`config.mk`:
```
export PLATFORM = sky130hd
export DESIGN_NAME = bip_datapath_flat
export DESIGN_NICKNAME = d
export VERILOG_FILES = /design/src/rtl/bip_pkg.sv /design/src/rtl/bip_datapath_if.sv /design/src/rtl/bip_alu.sv /design/src/rtl/bip_datapath.sv /design/src/flat_wrapper.sv
export SDC_FILE = /design/constraint.sdc
export NUM_CORES = 1
export LEC_CHECK = 0
export ABC_AREA = 1
export BUFFER_PORTS_ARGS = -buffer_cell sky130_fd_sc_hd__buf_2
export CORE_MARGIN = 2
export CORE_UTILIZATION = 50
export DETAILED_ROUTE_END_ITERATION = 6
export PLACE_DENSITY = 0.72
export SETUP_SLACK_MARGIN = 0.05
export SLEW_MARGIN = 15
export SYNTH_ARGS = -nofsm -noshare
export SYNTH_HDL_FRONTEND = slang
export SYNTH_SLANG_ARGS = --single-unit
export TNS_END_PERCENT = 30
```
`constraint.sdc`:
```
create_clock -name i_clock -period 4.1 [get_ports i_clock]
set_clock_uncertainty 0.2 [all_clocks]
set_input_delay 0.41 -clock i_clock [delete_from_list [all_inputs] [get_ports i_clock]]
set_output_delay 0.41 -clock i_clock [all_outputs]
set_load 0.01 [all_outputs]
```
`src/rtl/bip_pkg.sv`:
```
// bip_pkg: shared encodings for the BIP accumulator datapath
package bip_pkg;
    localparam logic [2:0] OP_ADD = 3'd0;
    localparam logic [2:0] OP_SUB = 3'd1;
    localparam logic [2:0] OP_AND = 3'd2;
    localparam logic [2:0] OP_OR  = 3'd3;
    localparam logic [2:0] OP_XOR = 3'd4;
    localparam logic [2:0] OP_SLL = 3'd5;
    localparam logic [2:0] OP_SRL = 3'd6;
    localparam logic [2:0] OP_SRA = 3'd7;

    localparam logic [1:0] SEL_RAM  = 2'd0;
    localparam logic [1:0] SEL_IMM  = 2'd1;
    localparam logic [1:0] SEL_ALU  = 2'd2;
    localparam logic [1:0] SEL_HOLD = 2'd3;

    localparam int FLAG_N = 3;
    localparam int FLAG_Z = 2;
    localparam int FLAG_C = 1;
    localparam int FLAG_V = 0;

    typedef enum logic {S_IDLE, S_WAIT} state_t;
endpackage

```
`src/rtl/bip_datapath_if.sv`:
```
// bip_datapath_if: program-memory/control and RAM signals of the datapath
interface bip_datapath_if #(
    parameter int E_BITS  = 16,
    parameter int D_BITS  = 11,
    parameter int S_BITS  = 2,
    parameter int OP_BITS = 3
);
    logic [D_BITS-1:0]  i_Data;
    logic [E_BITS-1:0]  i_Data_ram;
    logic               i_ram_valid;
    logic [S_BITS-1:0]  sel_A;
    logic               sel_B;
    logic [OP_BITS-1:0] i_op;
    logic               w_acc;
    logic               i_sext;
    logic [D_BITS-1:0]  o_Addr_ram;
    logic [E_BITS-1:0]  o_Data_ram;
    logic               o_busy;
    logic [3:0]         o_flags;
    logic               o_err;

    modport master (
        output i_Data, i_Data_ram, i_ram_valid, sel_A, sel_B, i_op, w_acc, i_sext,
        input  o_Addr_ram, o_Data_ram, o_busy, o_flags, o_err
    );
    modport slave (
        input  i_Data, i_Data_ram, i_ram_valid, sel_A, sel_B, i_op, w_acc, i_sext,
        output o_Addr_ram, o_Data_ram, o_busy, o_flags, o_err
    );
endinterface

```
`src/rtl/bip_alu.sv`:
```
// bip_alu: combinational ALU producing result and {N,Z,C,V}
module bip_alu
    import bip_pkg::*;
#(
    parameter int E_BITS  = 16,
    parameter int OP_BITS = 3
) (
    input  logic [E_BITS-1:0]  a,
    input  logic [E_BITS-1:0]  b,
    input  logic [OP_BITS-1:0] op,
    output logic [E_BITS-1:0]  r,
    output logic [3:0]         f
);
    localparam int SH = $clog2(E_BITS);

    logic [E_BITS:0]   sum;
    logic [E_BITS:0]   diff;
    logic [SH-1:0]     sh;
    logic              c;
    logic              v;

    assign sum  = {1'b0, a} + {1'b0, b};
    assign diff = {1'b0, a} - {1'b0, b};
    assign sh   = b[SH-1:0];

    // result select; carry/overflow only meaningful for add/sub, else 0
    always_comb begin
        r = '0;
        c = 1'b0;
        v = 1'b0;
        case (op)
            OP_ADD: begin
                r = sum[E_BITS-1:0];
                c = sum[E_BITS];
                v = (a[E_BITS-1] == b[E_BITS-1]) && (r[E_BITS-1] != a[E_BITS-1]);
            end
            OP_SUB: begin
                r = diff[E_BITS-1:0];
                c = diff[E_BITS];
                v = (a[E_BITS-1] != b[E_BITS-1]) && (r[E_BITS-1] != a[E_BITS-1]);
            end
            OP_AND:  r = a & b;
            OP_OR:   r = a | b;
            OP_XOR:  r = a ^ b;
            OP_SLL:  r = a << sh;
            OP_SRL:  r = a >> sh;
            default: r = $signed(a) >>> sh;
        endcase
    end

    // pack flags by their named bit positions
    always_comb begin
        f         = '0;
        f[FLAG_N] = r[E_BITS-1];
        f[FLAG_Z] = ~|r;
        f[FLAG_C] = c;
        f[FLAG_V] = v;
    end
endmodule

```
`src/rtl/bip_datapath.sv`:
```
// bip_datapath: accumulator datapath with RAM-wait FSM and timeout error
module bip_datapath
    import bip_pkg::*;
#(
    parameter int E_BITS  = 16,
    parameter int D_BITS  = 11,
    parameter int S_BITS  = 2,
    parameter int OP_BITS = 3,
    parameter int TIMEOUT = 8
) (
    input  logic            i_clock,
    input  logic            i_reset,
    bip_datapath_if.slave   bus
);
    localparam int CW = $clog2(TIMEOUT + 1);
    localparam logic [CW-1:0] LAST = CW'(TIMEOUT - 1);

    state_t             state;
    logic [E_BITS-1:0]  acc;
    logic [3:0]         flags;
    logic               err;
    logic [CW-1:0]      cnt;
    logic [D_BITS-1:0]  cap_addr;
    logic [S_BITS-1:0]  cap_sel_a;
    logic               cap_sel_b;
    logic [OP_BITS-1:0] cap_op;
    logic               cap_sext;

    logic               idle;
    logic [D_BITS-1:0]  data_e;
    logic [S_BITS-1:0]  sel_a_e;
    logic               sel_b_e;
    logic [OP_BITS-1:0] op_e;
    logic               sext_e;
    logic [E_BITS-1:0]  imm;
    logic [E_BITS-1:0]  b_op;
    logic [E_BITS-1:0]  alu_r;
    logic [3:0]         alu_f;
    logic [E_BITS-1:0]  acc_nx;
    logic               need_ram;
    logic               do_write;

    // in WAIT the captured controls replace the live ones
    assign idle     = state == S_IDLE;
    assign data_e   = idle ? bus.i_Data : cap_addr;
    assign sel_a_e  = idle ? bus.sel_A  : cap_sel_a;
    assign sel_b_e  = idle ? bus.sel_B  : cap_sel_b;
    assign op_e     = idle ? bus.i_op   : cap_op;
    assign sext_e   = idle ? bus.i_sext : cap_sext;
    assign imm      = sext_e ? {{(E_BITS-D_BITS){data_e[D_BITS-1]}}, data_e}
                             : {{(E_BITS-D_BITS){1'b0}}, data_e};
    assign b_op     = sel_b_e ? imm : bus.i_Data_ram;
    assign acc_nx   = sel_a_e == SEL_RAM ? bus.i_Data_ram : sel_a_e == SEL_IMM ? imm : alu_r;
    assign need_ram = bus.sel_A == SEL_RAM || (bus.sel_A == SEL_ALU && !bus.sel_B);
    assign do_write = idle ? bus.w_acc && !need_ram && bus.sel_A != SEL_HOLD : bus.i_ram_valid;

    bip_alu #(.E_BITS(E_BITS), .OP_BITS(OP_BITS)) u_alu (
        .a  (acc),
        .b  (b_op),
        .op (op_e),
        .r  (alu_r),
        .f  (alu_f)
    );

    assign bus.o_Addr_ram = data_e;
    assign bus.o_Data_ram = acc;
    assign bus.o_busy     = state == S_WAIT;
    assign bus.o_flags    = flags;
    assign bus.o_err      = err;

    // accumulator/flag writes, RAM-wait FSM and timeout counter
    always_ff @(posedge i_clock or negedge i_reset) begin
        if (!i_reset) begin
            state     <= S_IDLE;
            acc       <= '0;
            flags     <= '0;
            err       <= 1'b0;
            cnt       <= '0;
            cap_addr  <= '0;
            cap_sel_a <= '0;
            cap_sel_b <= 1'b0;
            cap_op    <= '0;
            cap_sext  <= 1'b0;
        end else begin
            if (do_write) acc <= acc_nx;
            if (do_write && sel_a_e == SEL_ALU) flags <= alu_f;
            if (idle) begin
                if (bus.w_acc && need_ram) begin
                    state     <= S_WAIT;
                    cnt       <= '0;
                    cap_addr  <= bus.i_Data;
                    cap_sel_a <= bus.sel_A;
                    cap_sel_b <= bus.sel_B;
                    cap_op    <= bus.i_op;
                    cap_sext  <= bus.i_sext;
                end
            end else if (bus.i_ram_valid || cnt == LAST) begin
                state <= S_IDLE;
                err   <= err | !bus.i_ram_valid;
            end else begin
                cnt <= cnt + 1'b1;
            end
        end
    end
endmodule

```
`src/flat_wrapper.sv`:
```
// flat-port wrapper written by rule: the top's interface ports become plain ports
module bip_datapath_flat import bip_pkg::*;
#(
    parameter int E_BITS  = 16,
    parameter int D_BITS  = 11,
    parameter int S_BITS  = 2,
    parameter int OP_BITS = 3,
    parameter int TIMEOUT = 8
)
  (i_clock, i_reset, bus_i_Data, bus_i_Data_ram, bus_i_ram_valid, bus_sel_A, bus_sel_B, bus_i_op, bus_w_acc, bus_i_sext, bus_o_Addr_ram, bus_o_Data_ram, bus_o_busy, bus_o_flags, bus_o_err);
  bip_datapath_if #(.E_BITS(E_BITS), .D_BITS(D_BITS), .S_BITS(S_BITS), .OP_BITS(OP_BITS)) bus_i ();
  input  logic i_clock;
  input  logic i_reset;
  input wire logic [$bits(bus_i.i_Data)-1:0] bus_i_Data;
  input wire logic [$bits(bus_i.i_Data_ram)-1:0] bus_i_Data_ram;
  input wire logic [$bits(bus_i.i_ram_valid)-1:0] bus_i_ram_valid;
  input wire logic [$bits(bus_i.sel_A)-1:0] bus_sel_A;
  input wire logic [$bits(bus_i.sel_B)-1:0] bus_sel_B;
  input wire logic [$bits(bus_i.i_op)-1:0] bus_i_op;
  input wire logic [$bits(bus_i.w_acc)-1:0] bus_w_acc;
  input wire logic [$bits(bus_i.i_sext)-1:0] bus_i_sext;
  output wire logic [$bits(bus_i.o_Addr_ram)-1:0] bus_o_Addr_ram;
  output wire logic [$bits(bus_i.o_Data_ram)-1:0] bus_o_Data_ram;
  output wire logic [$bits(bus_i.o_busy)-1:0] bus_o_busy;
  output wire logic [$bits(bus_i.o_flags)-1:0] bus_o_flags;
  output wire logic [$bits(bus_i.o_err)-1:0] bus_o_err;
  assign bus_i.i_Data = bus_i_Data;
  assign bus_i.i_Data_ram = bus_i_Data_ram;
  assign bus_i.i_ram_valid = bus_i_ram_valid;
  assign bus_i.sel_A = bus_sel_A;
  assign bus_i.sel_B = bus_sel_B;
  assign bus_i.i_op = bus_i_op;
  assign bus_i.w_acc = bus_w_acc;
  assign bus_i.i_sext = bus_i_sext;
  assign bus_o_Addr_ram = bus_i.o_Addr_ram;
  assign bus_o_Data_ram = bus_i.o_Data_ram;
  assign bus_o_busy = bus_i.o_busy;
  assign bus_o_flags = bus_i.o_flags;
  assign bus_o_err = bus_i.o_err;
  bip_datapath #(.E_BITS(E_BITS), .D_BITS(D_BITS), .S_BITS(S_BITS), .OP_BITS(OP_BITS), .TIMEOUT(TIMEOUT)) u_core (.i_clock(i_clock), .i_reset(i_reset), .bus(bus_i));
endmodule
```
==> Word-level counts from Yosys, hierarchy flattened <==
Cells that the tools add are included.
{ "word_totals": {"ff_bits": 44, "wordCells": 77, "in_bits": 38} }
{ "classes": {"n_bitwise": 5, "shifts": 3, "n_eq_ne": 16, "n_addsub": 3, "mux": 19, "reduce_logical": 21} }
{ "op_table": {"columns": ["op", "n"], "rows": [
  ["16-bit case mux with 7 select lines", 1],
  ["16-bit 2-to-1 mux", 4],
  ["16-bit by 16-bit adder with 17-bit output", 1],
  ["16-bit by 16-bit subtractor with 17-bit output", 1],
  ["16-bit bitwise AND", 1],
  ["16-bit OR", 1],
  ["16-bit OR reduction", 1],
  ["16-bit by 4-bit << shifter with 16-bit output", 1],
  ["16-bit by 4-bit >> shifter with 16-bit output", 1],
  ["16-bit by 4-bit >>> shifter with 16-bit output", 1],
  ["16-bit XOR", 1],
  ["4-bit 2-to-1 mux", 3],
  ["11-bit 2-to-1 mux", 1],
  ["3-bit == test, second input constant", 3],
  ["1-bit logical AND", 7],
  ["3-bit by 2-bit == test with 1-bit output, second input constant", 2],
  ["1-bit 2-to-1 mux", 6],
  ["2-bit AND reduction", 3],
  ["4-bit by 1-bit adder with 4-bit output, second input constant", 1],
  ["2-bit == test, second input constant", 2],
  ["4-bit by 3-bit == test with 1-bit output, second input constant", 1],
  ["1-bit zero test", 4],
  ["2-bit zero test", 2],
  ["2-bit inequality test, second input constant", 2],
  ["other kinds (12)", 16]
]} }

==> Longest topological paths before layout <==
Gate-level depths: netlist of the first run.
{ "logic_depth": {"ltp_word": 8, "ltp_mapped": 29, "mapped_depth_nobuf": 28} }

==> Modules after synthesis <==
From an unflattened synthesis of the first run, not the netlist that was laid out.
{ "hier_totals": {"hier_cells": 1323, "hier_area_um2": 7125.6} }
{ "by_module_without_submodules": {"columns": ["mod", "cells_each", "seq_area_each_um2", "area_per_inst_um2", "n_inst"], "rows": [
  ["bip_alu", 961, 0.0, 4558.1, 1],
  ["bip_datapath", 362, 1101.1, 2567.5, 1]
]} }

==> Worst setup path after synthesis of the first run <==
No wires, ideal clock.
{ "synth_path": {"kind": "flip-flop to flip-flop", "startpoint": "reg u_core.state (netlist: u_core.bus.o_busy)", "endpoint": "reg u_core.flags[2] (netlist: u_core.bus.o_flags[2])", "t_arrival_ns": 3.390, "required_time_ns": 3.835, "n_path_buf": 4, "path_slack_ns": 0.445, "setup_time_ns": 0.065, "path_stages_with_launch": 27, "synth_period_minus_slack_ns": 3.655, "path_cell_list": "dfrtp_1 > buf_6 > buf_6 > clkbuf_1 > o21ai_0 > inv_1 > nand2_1 > inv_1 > nor2_1 > a21oi_1 > inv_1 > ha_1 > clkbuf_1 > nor2_1 > and2_1 > and2_1 > nand2_1 > nand2_1 > nor2_1 > nor2_1 > nor2_1 > nand3_1 > nand2_1 > nand3_1 > nor2_1 > nand3_1 > nand2_1"} }
{ "synth_between": {"elab_chain_len": 7, "elab_cells_between_ends": 28, "cone_classes": "2 x add/sub; 7 x eq/ne; 3 x shift; 9 x mux; 3 x bitwise; 4 x reduce/logical"} }
{ "synth_rtl": {"columns": ["item", "line", "text"], "rows": [
  ["start: declaration", "bip_datapath.sv:18", "state_t state;"],
  ["start signal: assignment", "bip_datapath.sv:74", "state <= S_IDLE;"],
  ["start signal: assignment", "bip_datapath.sv:89", "state <= S_WAIT;"],
  ["start signal: assignment", "bip_datapath.sv:98", "state <= S_IDLE;"],
  ["11-bit 2-to-1 mux *", "bip_datapath.sv:45", "assign data_e = idle ? bus.i_Data : cap_addr;"],
  ["named net bus_o_Addr_ram[10]", "flat_wrapper.sv:22", "output wire logic [$bits(bus_i.o_Addr_ram)-1:0] bus_o_Addr_ram;"],
  ["16-bit 2-to-1 mux *", "bip_datapath.sv:50", "assign imm = sext_e ? {{(E_BITS-D_BITS){data_e[D_BITS-1]}}, data_e}"],
  ["16-bit 2-to-1 mux *", "bip_datapath.sv:52", "assign b_op = sel_b_e ? imm : bus.i_Data_ram;"],
  ["16-bit by 16-bit subtractor with 17-bit output, or another cell as far along", "bip_alu.sv:23", "assign diff = {1'b0, a} - {1'b0, b};"],
  ["16-bit case mux with 7 select lines *", "bip_alu.sv:31", "case (op)"],
  ["16-bit OR reduction *", "bip_alu.sv:55", "f[FLAG_Z] = ~|r;"],
  ["1-bit zero test *", "bip_alu.sv:55", null],
  ["end signal: assignment", "bip_datapath.sv:86", "if (do_write && sel_a_e == SEL_ALU) flags <= alu_f;"],
  ["end: declaration", "bip_datapath.sv:20", "logic [3:0] flags;"]
]} }
The timed path passes the listed nets; every way through them passes the cells marked *.
A chain may end at the register's enable or synchronous reset.

==> Worst setup path after layout of the first run <==
{ "layout_path": {"startpoint": "reg u_core.state (netlist: u_core.bus.o_busy)", "endpoint": "reg u_core.flags[2] (netlist: u_core.bus.o_flags[2])"} }
{ "layout_between": {"elab_chain_len": 7, "elab_cells_between_ends": 28, "cone_classes": "2 x add/sub; 7 x eq/ne; 3 x shift; 9 x mux; 3 x bitwise; 4 x reduce/logical"} }
{ "layout_rtl": {"columns": ["item", "line"], "rows": [
  ["11-bit 2-to-1 mux / 1-bit 2-to-1 mux (equally long branches)", "bip_datapath.sv:45, bip_datapath.sv:49"],
  ["16-bit 2-to-1 mux", "bip_datapath.sv:50"],
  ["16-bit 2-to-1 mux", "bip_datapath.sv:52"],
  ["16-bit by 16-bit subtractor with 17-bit output, or another cell as far along", "bip_alu.sv:23"],
  ["16-bit case mux with 7 select lines", "bip_alu.sv:31"],
  ["16-bit OR reduction", "bip_alu.sv:55"],
  ["1-bit zero test", "bip_alu.sv:55"]
]} }
Parallel ways exist; a longest one is shown, timed or not.

==> flow_summary.toml, run 1 <==
[run_status]
status = "completed"

[cells_and_area]
final_nets = 1349
regArea_um2 = 1100
design_area_um2 = 7700
antenna_cells = 0
syn_to_final_growth_pct = 11.0
final_cells = 1434
final_core_util_pct = 56.2
drive_gt1_share_pct = 12.8
fillers = 1497
multi_input_area_um2 = 5020

[die]
die_h_um = 122
rows = 43
die_w_um = 122
io-pin-count = 71
core_area_um2 = 13700
die_area_um2 = 14800
initial_utilization_pct = 50.6

[clock_network]
htreeDepth = 2
clock_path_buffers = 2
ctsRootBufferMaster = "clkbuf_16"
clk_latency_ns = 0.31
postCtsSetupBuffers = 0
clk_pin_slew_ns = 0.08
cts_tree = "done"
clock-sinks = 44
cts_inserted_buffers = 5

[logic_synthesis]
yosysWarnings = 0
syn_area_um2 = 6940
syn_avg_cell_area_um2 = 5.84
synth.distinct_cells = 47
ys_seq_area_share_pct = 15.9
netlist_instances = 1189
synth-seq-cells = 44
synth_ff_type = "dfrtp_1"
synth-edff-count = 0
synth_nets = 1285
async_reset_ff_share_pct = 100

[global_route]
grt_pass1_vias = 7504
grt_max_degree = 45
grt_pass1_wl_um = 41100
gr-total-overflow = 0
grt_antenna_before_repair = 0
grt_util_all_layers_pct = 36.2

[place]
place_area_um2 = 7510
dpl.cell_count = 1425
io_buffers = 70
dp_hpwl_um = 21500
dp_slack_ns = 0.316
globalplace.congestion = 1.04

[critical_path]
path_class = "reg2reg"
critPathMaxFanout = 29
required_ns = 4.15
cp.arrival_ns = 3.84
crit_path_end_kind = "flop"
startpoint_type = "flop"

[timing]
whs_ns = 0.154
finalSetupTns_ns = 0
slew_headroom_pct = 37.3
finalCriticalPeriod_ns = 3.79
maxSlewViolCount = 0
tightest_slew_ns = 0.939
fmax_ghz = 0.264
finalWorstSetupSlack_ns = 0.307
rsz0062_at_grt = "no"
period_share_pct = 92.5
final-setup-viol-count = 0
hold_violations = 0

[power]
p_total_mw = 5.50
peakVddDrop_v = 0.000294
power.density_nw_per_um2 = 714
p_leak_nw = 4.15

[route]
vias_per_cell = 5.85
vias = 8389
wl_per_cell_um = 18.7
first_pass_iters = 5
drc = 0
antenna_left = 0
routed_wl_um = 26700
drt-initial-drc-count = 1217

[run]
maxCapViolCount = 0

[worst_hold_path]
min_path_type = "in2reg"
state kept, by name, indices dropped and copies added (netlist names):
| name | cells |
|---|---|
| u_core.bus.o_busy | 1 |
| u_core.bus.o_flags | 4 |
| u_core.cap_sel_b | 1 |
| u_core.bus.o_Data_ram | 16 |
| u_core.cap_op | 3 |
| u_core.cap_addr | 11 |
| u_core.cnt | 4 |
| u_core.cap_sel_a | 2 |
| u_core.bus.o_err | 1 |
| u_core.cap_sext | 1 |
synth_stat cells, types with 2 or more instances:
cell,n,area [um^2]
a221oi_1,4,35.0
nand3_2,3,30.0
o2111ai_1,2,17.5
nand3_1,208,1040
a211oi_1,2,15.0
nand4_1,17,106
o21a_1,3,22.5
ha_1,56,701
a22oi_1,9,67.6
nor2_2,2,12.5
buf_4,5,37.5
o211ai_1,5,37.5
or2_0,3,18.8
nand2_4,4,45.0
or2_2,8,50.1
xnor2_1,2,17.5
a21oi_1,67,335
dfrtp_1,44,1100
inv_2,9,33.8
xor2_1,2,17.5
mux2_2,7,78.8
o21ai_0,61,305
mux2i_1,3,30.0
nor3_1,10,50.1
inv_1,144,541
o21ai_1,10,50.1
buf_6,5,56.3
o221ai_1,2,17.5
fa_1,2,40.0
o21bai_1,5,37.5
o22ai_1,5,31.3
and2_1,4,25.0
o21ai_2,6,52.6
buf_2,21,105
clkbuf_1,12,45.0
nand2_1,324,1220
nor2_1,94,353
nand3b_1,4,30.0
nor2_4,2,22.5
nand2_2,6,37.5
metal layers:
layer  GRT usage [%]  share of wire (%)
met1            49.6                 43
met2            55.6                 44
met3            5.06                8.5
met4            18.1                4.8
met5               0                  0
worst max-delay path, stage by stage, from the launching register on:
cell and delay (ns):
dfrtp_1 0.42, buf_12 0.19, o21ai_1 0.35, nand2_1 0.10, inv_1 0.08, nor2_2 0.06, a21oi_1 0.19, inv_1 0.09
ha_1 0.48, inv_1 0.18, a21oi_1 0.17, nand2_1 0.06, a21oi_1 0.16, nand2_1 0.11, nor2_1 0.10, nor2_1 0.05
nor2_1 0.17, nand3_1 0.12, nand2_1 0.10, nand3_1 0.09, nor2_1 0.10, nand3_1 0.09, nand2_1 0.06
cells by family after synthesis:
family | after synthesis | share of synthesized area [%]
AO/OA/AOI/OAI | 184 | 15.2
XOR/XNOR | 4 | 0.505
adder cells (fa/ha/maj) | 58 | 10.7
buffers and inverters | 197 | 11.8
flip-flops | 44 | 15.9
multiplexers | 10 | 1.57
AND/OR/NAND/NOR | 692 | 44.3
timing repair:
action | CTS | global route
resized for setup | 0 | 6
hold endpoints to repair | 0 | 44
setup endpoints to repair | 0 | 1
hold buffers | 0 | 1
worst paths after layout:
path	from	to	slack (ns)	cells after the start
setup / recovery	u_core.bus.o_busy	u_core.bus.o_flags[2]	0.31	22
setup reg to reg	u_core.bus.o_busy	u_core.bus.o_flags[2]	0.31	22
hold reg to reg	u_core.bus.o_flags[2]	u_core.bus.o_flags[2]	0.28	2
hold / removal	bus_i_Data[7]	u_core.cap_addr[7]	0.15	2
max in group asynchronous	i_reset	u_core.bus.o_Data_ram[0]	2.80	2
min in group asynchronous	i_reset	u_core.bus.o_flags[0]	0.46	2
layout by cell type, fill, tap and decap left out, types with 12 or more instances in the layout:
cell     count
inv_1      144
nand4_1     17
nor2_1      92
ha_1        56
o21ai_0     59
a21oi_1     67
buf_2       69
o21ai_1     12
buf_4       30
dfrtp_1     44
nand3_1    208
nand2_1    324
power breakdown:
group	leakage, nW	switching, mW	internal [mW]
logic	3.53	2.89	1.34
clock network	0.0863	0.216	0.295
registers	0.534	0.185	0.581
final cells by class:
class,instances,share of cell area [%]
Clock buffer,5,1.62
Clock inverter,3,0.650
Timing Repair Buffer,101,7.80
Sequential cell,44,14.3
Multi-Input combinational cell,948,65.2
Inverter,153,7.49
Tap cell,180,2.92
Note: power is estimated with default switching activity, not from simulation.
==> run 2: changes to the inputs <==
- REMOVE_ABC_BUFFERS: default -> 1
==> run 2 against run 1 <==
Net effect: the run now ends with DRC left; combinational power up 2%; first-iteration DRC count down 11%; clock-buffer cell count up 1.
==> flow_summary.toml, run 2 (synthesized netlist as in run 1, its figures left out) <==
[run_status]
status = "complete, but fails checks"
violations = "DRC"

[die]
rows = 43
io-pin-count = 71
die_area_um2 = 14800
core_area_um2 = 13700
initial_utilization_pct = 50.6
die_w_um = 122
die_h_um = 122

[place]
io_buffers = 70
place_area_um2 = 7480
dp_slack_ns = 0.230
dpl.cell_count = 1421
dp_hpwl_um = 22200
globalplace.congestion = 1.01

[cells_and_area]
antenna_cells = 0
final_nets = 1351
final_cells = 1436
largest_reg_flops = 16
final_common_cell = "nand2_1"
syn_to_final_growth_pct = 11.1
design_area_um2 = 7700
fillers = 1445
layout_common_cells = "324 x nand2_1, 208 x nand3_1, 144 x inv_1"
final_core_util_pct = 56.2
drive_gt1_share_pct = 13.2

[critical_path]
crit_path_end_kind = "flop"
critPathMaxFanout = 12
path_class = "reg2reg"
cp.arrival_ns = 3.75
required_ns = 4.06
startpoint_type = "flop"
rrSetupSlack_ns = 0.32

[clock_network]
htreeDepth = 2
ctsRootBufferMaster = "clkbuf_16"
clock_path_buffers = 2
clock-sinks = 44
cts_tree = "done"
clk_pin_slew_ns = 0.08
clk_latency_ns = 0.31
cts_inserted_buffers = 5

[route]
antenna_left = 0
routed_wl_um = 27600
wl_per_cell_um = 19.2
drc = 10
vias_per_cell = 5.84
vias = 8381
first_pass_iters = 7
drt-initial-drc-count = 1084

[timing]
whs_ns = 0.156
finalCriticalPeriod_ns = 3.78
finalSetupTns_ns = 0
hold_violations = 0
period_share_pct = 92.2
final-setup-viol-count = 0
fmax_ghz = 0.264
rsz0062_at_grt = "no"
slew_headroom_pct = 25.0
tightest_slew_ns = 1.12
maxSlewViolCount = 0
finalWorstSetupSlack_ns = 0.318

[power]
p_total_mw = 5.52
peakVddDrop_v = 0.000294
p_leak_nw = 4.14
power.density_nw_per_um2 = 716

[global_route]
grt_antenna_before_repair = 0
gr-total-overflow = 0
grt_pass1_vias = 7645
grt_pass1_wl_um = 41900
grt_max_degree = 45
grt_util_all_layers_pct = 37.0

[run]
maxCapViolCount = 0

[worst_hold_path]
min_path_type = "in2reg"
## run 2: cell types whose count changed in the layout (fill, tap and decap cells not counted), moves of 2 or more
cell and delta:
ha_2 +2, o21ai_1 +4, ha_1 -3, o21ai_0 -5
## run 2: critical path, cell delays in order, from the launching register on
cell	delay [ns]
dfrtp_1	0.41
inv_2	0.15
nand2_2	0.13
nand2_8	0.15
nand2_4	0.08
nand2_1	0.08
buf_4	0.19
ha_1	0.21
inv_1	0.08
fa_1	0.43
inv_1	0.14
nand3_1	0.10
nand3_1	0.15
xnor2_1	0.14
nor2_1	0.06
nor2_1	0.25
nand2_1	0.09
nor2_1	0.21
nand2_1	0.14
o211ai_1	0.11
o21ai_0	0.14
## run 2: metal layers
layer / vias up / routed length [um] / GRT usage, %
met3: 81 / 2520 / 5.48
met1: 3760 / 11700 / 50.6
li1: 4042 / - / -
met4: 0 / 1230 / 14.9
met2: 498 / 12100 / 58.5
met5: - / 0 / 0
## run 2: path summary, 6_finish.rpt
| kind | startpoint | endpoint | depth (start not counted) |
|---|---|---|---|
| max | u_core.bus.o_busy | u_core.bus.o_Data_ram[4] | 20 |
| min | bus_i_Data[6] | u_core.cap_addr[6] | 2 |
| max reg2reg | u_core.bus.o_busy | u_core.bus.o_Data_ram[4] | 20 |
| min reg2reg | u_core.bus.o_err | u_core.bus.o_err | 1 |
| max in group asynchronous | i_reset | u_core.bus.o_Data_ram[7] | 3 |
| min in group asynchronous | i_reset | u_core.bus.o_flags[0] | 3 |
## run 2: final cells by class
class	count	area, um^2	area share (%)
Tap cell	180	225	2.92
Timing Repair Buffer	103	611	7.92
Multi-Input combinational cell	948	5050	65.5
Sequential cell	44	1100	14.3
Clock buffer	6	129	1.67
Inverter	153	577	7.49
Clock inverter	2	16.3	0.211
## run 2: what timing repair did
item | 4_1_cts | 5_1_grt
buffers inserted | 0 | 6
hold buffers | 1 | 0
resized for setup | 0 | 16
setup endpoints to repair | 0 | 6
hold endpoints to repair | 1 | 0
## run 2: power breakdown
part / switching (mW) / total (mW) / internal (mW)
Combinational: 2.94 / 4.31 / 1.37
Sequential: 0.187 / 0.768 / 0.581
Clock: 0.210 / 0.438 / 0.228
